==> src/rtl/uart_tx_fifo_if.sv <==
// rtl/uart_tx_fifo_if.sv - byte handshake and serial status bundle for uart_tx_fifo
interface uart_tx_fifo_if #(
  parameter int FIFO_DEPTH = 4
);
  localparam int CW = $clog2(FIFO_DEPTH) + 1;

  logic          i_TX_Valid;
  logic [7:0]    i_TX_Byte;
  logic          o_TX_Ready;
  logic          o_TX_Bit;
  logic          o_TX_Busy;
  logic [CW-1:0] o_FIFO_Count;

  modport master (
    output i_TX_Valid, i_TX_Byte,
    input  o_TX_Ready, o_TX_Bit, o_TX_Busy, o_FIFO_Count
  );

  modport slave (
    input  i_TX_Valid, i_TX_Byte,
    output o_TX_Ready, o_TX_Bit, o_TX_Busy, o_FIFO_Count
  );
endinterface

==> src/rtl/uart_tx_fifo.sv <==
// rtl/uart_tx_fifo.sv - FIFO-buffered 8N1 UART transmitter
module uart_tx_fifo #(
  parameter int CLKS_PER_BIT = 1,
  parameter int FIFO_DEPTH   = 4
) (
  input  logic          i_clk,
  input  logic          i_rst,
  uart_tx_fifo_if.slave tx
);
  localparam int PW = $clog2(FIFO_DEPTH);
  localparam int CW = PW + 1;
  localparam int BW = (CLKS_PER_BIT > 1) ? $clog2(CLKS_PER_BIT) : 1;
  localparam logic [BW-1:0] BAUD_LAST = BW'(CLKS_PER_BIT - 1);
  localparam logic [CW-1:0] DEPTH_C   = CW'(FIFO_DEPTH);

  typedef enum logic [1:0] {IDLE, START, DATA, STOP} state_t;

  state_t        state_q, state_d;
  logic [7:0]    mem_q [FIFO_DEPTH];
  logic [PW-1:0] wr_ptr_q, wr_ptr_d;
  logic [PW-1:0] rd_ptr_q, rd_ptr_d;
  logic [CW-1:0] count_q, count_d;
  logic [7:0]    shift_q, shift_d;
  logic [2:0]    bit_idx_q, bit_idx_d;
  logic [BW-1:0] baud_q, baud_d;
  logic          tx_bit_q, tx_bit_d;
  logic          busy_q, busy_d;
  logic          ready, push, pop, bit_done;

  assign ready    = count_q < DEPTH_C;
  assign push     = tx.i_TX_Valid && ready;
  assign bit_done = baud_q == BAUD_LAST;
  // Popping in the last STOP cycle chains frames with no idle gap.
  assign pop      = (count_q != '0) && ((state_q == IDLE) || (state_q == STOP && bit_done));

  assign tx.o_TX_Ready   = ready;
  assign tx.o_TX_Bit     = tx_bit_q;
  assign tx.o_TX_Busy    = busy_q;
  assign tx.o_FIFO_Count = count_q;

  always_comb begin
    wr_ptr_d = push ? wr_ptr_q + PW'(1) : wr_ptr_q;
    rd_ptr_d = pop  ? rd_ptr_q + PW'(1) : rd_ptr_q;
    count_d  = count_q + CW'(push) - CW'(pop);
  end

  always_comb begin
    state_d   = state_q;
    shift_d   = shift_q;
    bit_idx_d = bit_idx_q;
    baud_d    = bit_done ? '0 : baud_q + BW'(1);
    tx_bit_d  = tx_bit_q;
    busy_d    = busy_q;
    case (state_q)
      IDLE: begin
        baud_d   = '0;
        tx_bit_d = 1'b1;
        busy_d   = 1'b0;
      end
      START: if (bit_done) begin
        state_d   = DATA;
        bit_idx_d = 3'd0;
        tx_bit_d  = shift_q[0];
      end
      DATA: if (bit_done) begin
        if (bit_idx_q == 3'd7) begin
          state_d  = STOP;
          tx_bit_d = 1'b1;
        end else begin
          bit_idx_d = bit_idx_q + 3'd1;
          tx_bit_d  = shift_q[bit_idx_q + 3'd1];
        end
      end
      STOP: if (bit_done) begin
        state_d  = IDLE;
        tx_bit_d = 1'b1;
        busy_d   = 1'b0;
      end
      default: begin
        state_d  = IDLE;
        baud_d   = '0;
        tx_bit_d = 1'b1;
        busy_d   = 1'b0;
      end
    endcase
    if (pop) begin
      state_d  = START;
      shift_d  = mem_q[rd_ptr_q];
      baud_d   = '0;
      tx_bit_d = 1'b0;
      busy_d   = 1'b1;
    end
  end

  always_ff @(posedge i_clk or posedge i_rst) begin
    if (i_rst) begin
      state_q   <= IDLE;
      wr_ptr_q  <= '0;
      rd_ptr_q  <= '0;
      count_q   <= '0;
      shift_q   <= '0;
      bit_idx_q <= '0;
      baud_q    <= '0;
      tx_bit_q  <= 1'b1;
      busy_q    <= 1'b0;
    end else begin
      state_q   <= state_d;
      wr_ptr_q  <= wr_ptr_d;
      rd_ptr_q  <= rd_ptr_d;
      count_q   <= count_d;
      shift_q   <= shift_d;
      bit_idx_q <= bit_idx_d;
      baud_q    <= baud_d;
      tx_bit_q  <= tx_bit_d;
      busy_q    <= busy_d;
    end
  end

  // Storage needs no reset; the pointers and count define what is valid.
  always_ff @(posedge i_clk) begin
    if (push) mem_q[wr_ptr_q] <= tx.i_TX_Byte;
  end
endmodule

==> src/flat_wrapper.sv <==
// flat-port wrapper written by rule: the top's interface ports become plain ports
module uart_tx_fifo_flat 
#(
  parameter int CLKS_PER_BIT = 1,
  parameter int FIFO_DEPTH   = 4
)
  (i_clk, i_rst, tx_i_TX_Valid, tx_i_TX_Byte, tx_o_TX_Ready, tx_o_TX_Bit, tx_o_TX_Busy, tx_o_FIFO_Count);
  uart_tx_fifo_if #(.FIFO_DEPTH(FIFO_DEPTH)) tx_i ();
  input  logic i_clk;
  input  logic i_rst;
  input wire logic [$bits(tx_i.i_TX_Valid)-1:0] tx_i_TX_Valid;
  input wire logic [$bits(tx_i.i_TX_Byte)-1:0] tx_i_TX_Byte;
  output wire logic [$bits(tx_i.o_TX_Ready)-1:0] tx_o_TX_Ready;
  output wire logic [$bits(tx_i.o_TX_Bit)-1:0] tx_o_TX_Bit;
  output wire logic [$bits(tx_i.o_TX_Busy)-1:0] tx_o_TX_Busy;
  output wire logic [$bits(tx_i.o_FIFO_Count)-1:0] tx_o_FIFO_Count;
  assign tx_i.i_TX_Valid = tx_i_TX_Valid;
  assign tx_i.i_TX_Byte = tx_i_TX_Byte;
  assign tx_o_TX_Ready = tx_i.o_TX_Ready;
  assign tx_o_TX_Bit = tx_i.o_TX_Bit;
  assign tx_o_TX_Busy = tx_i.o_TX_Busy;
  assign tx_o_FIFO_Count = tx_i.o_FIFO_Count;
  uart_tx_fifo #(.CLKS_PER_BIT(CLKS_PER_BIT), .FIFO_DEPTH(FIFO_DEPTH)) u_core (.i_clk(i_clk), .i_rst(i_rst), .tx(tx_i));
endmodule
==> config.mk <==
export PLATFORM = sky130hd
export DESIGN_NAME = uart_tx_fifo_flat
export DESIGN_NICKNAME = d
export VERILOG_FILES = /design/src/rtl/uart_tx_fifo_if.sv /design/src/rtl/uart_tx_fifo.sv /design/src/flat_wrapper.sv
export SDC_FILE = /design/constraint.sdc
export NUM_CORES = 1
export LEC_CHECK = 0
export ABC_AREA = 1
export BUFFER_PORTS_ARGS = -buffer_cell sky130_fd_sc_hd__buf_2
export CAP_MARGIN = 20
export CORE_MARGIN = 1.5
export CORE_UTILIZATION = 35
export CTS_CLUSTER_DIAMETER = 200
export CTS_CLUSTER_SIZE = 28
export DETAILED_ROUTE_END_ITERATION = 6
export HOLD_SLACK_MARGIN = 0.06
export PLACE_DENSITY = 0.6
export SLEW_MARGIN = 20
export SYNTH_ARGS = -nofsm -noshare
export SYNTH_HDL_FRONTEND = slang
export SYNTH_SLANG_ARGS = --single-unit
==> constraint.sdc <==
create_clock -name i_clk -period 3.5 [get_ports i_clk]
set_clock_uncertainty 0.1 [all_clocks]
set_input_delay 0.175 -clock i_clk [delete_from_list [all_inputs] [get_ports i_clk]]
set_output_delay 0.175 -clock i_clk [all_outputs]
set_load 0.005 [all_outputs]
==> metrics.md <==
| Metric | Value |
|---|---|
| Status | finished with violations |
| Failing checks | DRC |
| Initial DRC Count | 91 |
| Met3 usage in global routing | 4.377% |
| Minimum hold slack | 0.1461 ns |
| Worst Setup Start Kind | flop |
| I/O pins | 17 |
| Area of the core | 0.006422 mm² |
| Max-slew violations | 0 |
| Max-cap violations | 0 |
| Slew margin rel. | 43.20% |
| CTS Buf Count | 5 |
| Finished Cell Area | around 0.0027 mm² |
| Worst setup EP type | flop |
| Setup Buffers After CTS | 0 |
| TNS Setup | 0 ns |
| CP max FO | 21 |
| Synth cell types | 24 |
| Crit path DAT | 2.75 ns |
| Met1 Usage GRT | roughly 16% |
| DP Wirelength | 2712 µm |
| Vias per inst | 4.557 |
| Chip Height | 85.13 µm |
| Max Clk Rate | 385.2 MHz |
| Yosys warns | 0 |
| Drt wl/cell | 12.46 µm |
| Final wirelength | 3936 µm |
| Fillcell total | 609 |
| Seq. cell area | 0.001513 mm² |
| Ys async rst share | between 40 and 50% |
| Full die area | 0.007247 mm² |
| Drc violations | 2 |
| Clock Sinks | 54 |
| CTS tree | done |
| Flops & latches, synth | 54 |
| HP Start | tx_i_TX_Valid |
| Total GRT Usage | 12.31% |
| Mux cell area share after synthesis | 0% |
| Compound-Gate Fraction of Synth Area | 8.426% |
| RePlAce Congestion | 0.7945 |
| Clk buf depth | 2 |
| Peak supply drop | roughly 0.00032 V |
| First-pass GRT wire length | 6755 µm |
| GR peak layer | met2 |
| Synthesized area per cell | 11.19 µm² |
| Total gr overflow | 0 |
| Worst Tran Pin Value | 0.8489 ns |
| Final hold vios | 0 |
| Layout cell share with drive strength beyond 1 | around 14% |
| Final #Nets | 261 |
| Post-Syn Area | between 0.002 and 0.0025 mm² |
| Xor-xnor portion of the synthesized cell area | 1.855% |
| Setup crit start | u_core.state_q[0] |
| Lkg Pwr | 1.110 nW |
| ANT nets after route | 0 |
| Final core utilization | 41.91% |
| Via count | 1440 |
| Routing usage on met2 | about a fifth |
| Predominant post-synthesis flop cell | edfxtp_1 |
| Number of synthesized flops with an enable pin | 32 |
| Diodes inserted | 0 |
| Main combinational cell family by area after synthesis | simple AND/OR/NAND/NOR gates |
| Vias in the first global route | 1387 |
| Drt first pass iters | 6 |
| Clk_lat worst skew | 0.31 ns |
| # setup viols final | 0 |
| CTS root buffer | clkbuf_8 |
| Worst Path Required | ~3.7 ns |
| DP Area | 0.002484 mm² |
| Hold WC Path Type | input port to flop |
| Row count | 29 |
| Synth Area in Adders | 6.677% |
| Min Tclk post-route | about 2.6 ns |
| Syn-to-layout area delta | 13.99% |
| Sequential share of the synthesized area | 64.07% |
| Chip Width | 85.13 µm |
| Quantity of I/O buffers inserted on ports | 16 |
| RSZ-0062 raised after global routing | false |
| Initial antenna violation count | 0 |
| Period utilisation layout | about three quarters |
| H-tree levels | 2 |
| Crit Reg-Reg Startpoint | u_core.state_q[0] |
| Starting Density | 36.76% |
| Mapped Cells | roughly 210 |
| Area of the multi-input gates | 686.9 µm² |
| Synthesized net count | between 200 and 250 |
| Cell Pwr Density | slightly below 900 mW/mm² |
| Largest net degree at the start of global routing | 23 |
| Critical path class | flop to flop |
| Clock-pin slew on the worst setup and hold paths | 0.10 ns |
| Post-Synth Simple-Gate Area | about an eighth |
per-layer routing:
layer	up-vias	wire length [µm]
li1	754	-
met1	665	1965
met3	5	98
met4	0	57
met5	-	0
met2	16	1815
cells in the final DEF (no fill, tap or decap), drive strengths merged:
cell,instances
fa,1
dfstp,1
bufinv,1
xnor2,1
nand2,22
clkinvlp,1
edfxtp,32
xor2,4
dlygate4sd3,9
a21oi,3
buf,17
dfrtp,21
a31oi,7
nand3,8
o22ai,3
ha,11
inv,27
o21ai,22
nor2,43
clkbuf,5
logic make-up after synthesis:
family,Yosys count
buffers and inverters,32
adders and majority gates,12
AOI/OAI and AO/OA,35
xor gates and xnor gates,5
DFF,54
and+or+nand+nor,73
critical path, stage by stage (launching register included):
cell and delay (ns):
dfrtp_1 0.39, inv_1 0.07, ha_1 0.33, inv_2 0.07, a21oi_4 0.10, buf_4 0.25
ha_1 0.27, inv_1 0.06, ha_1 0.13, inv_1 0.05, fa_1 0.37, xnor2_1 0.18
xor2_1 0.15
stage by stage:
step | worst slack (ns) | total power, mW | instances
floorplan | 1.090 | 1.778 | 211
global placement | 0.9849 | 1.924 | 299
detailed placement | 0.9147 | 1.959 | 299
CTS | 0.8797 | 2.404 | 316
global route | 0.7181 | 2.588 | 316
finish | 0.9038 | 2.363 | 316
repair_timing:
item,in CTS,in global routing
resized for setup,0,0
hold buffers,9,0
hold endpoints to repair,53,0
sequential cells by signal, indices dropped and copies added, names as in the netlist:
register and flops:
u_core.shift_q 8, u_core.state_q 2, u_core.bit_idx_q 3, u_core.wr_ptr_q 2, u_core.rd_ptr_q 2, u_core.tx.o_TX_Busy 1, u_core.mem_q 32, u_core.tx.o_FIFO_Count 3
u_core.tx.o_TX_Bit 1
power breakdown:
part           internal [mW]  total [mW]  switching [mW]
clock                  0.218       0.434           0.216
combinational          0.363       0.910           0.547
sequential             0.873        1.02           0.146
total                   1.45        2.36           0.909
area by class of cell:
type	instances	area share, %
clock buffers	5	2.557
clock inverters	3	1.813
flip-flops and latches	54	56.21
inverters	26	3.719
well taps	77	3.580
repair buffers	26	6.602
multi-input cells	125	25.52
cells in the mapped netlist, types with 2 or more instances:
master,instances,area (µm²)
a21oi_1,2,10.01
a31oi_1,7,43.79
buf_6,3,33.78
dfrtp_1,21,525.5
edfxtp_1,32,960.9
ha_1,11,137.6
inv_1,20,75.07
inv_2,5,18.77
nand2_1,22,82.58
nand3_1,8,40.04
nor2_1,42,157.7
o21ai_0,14,70.07
o21ai_1,8,40.04
o22ai_1,3,18.77
xor2_1,4,35.03
worst paths after layout:
check                           slack [ns]                   endpoint  cells past startpoint
worst max register to register        0.90  u_core.tx.o_FIFO_Count[2]                     12
worst min-delay path                  0.15         u_core.wr_ptr_q[0]                      3
worst max-delay path                  0.90  u_core.tx.o_FIFO_Count[2]                     12
worst min register to register        0.40          u_core.shift_q[2]                      2
min in group asynchronous             0.45  u_core.tx.o_FIFO_Count[1]                      3
max in group asynchronous             2.35          u_core.shift_q[6]                      3
Note: power is estimated with default switching activity, not from simulation.
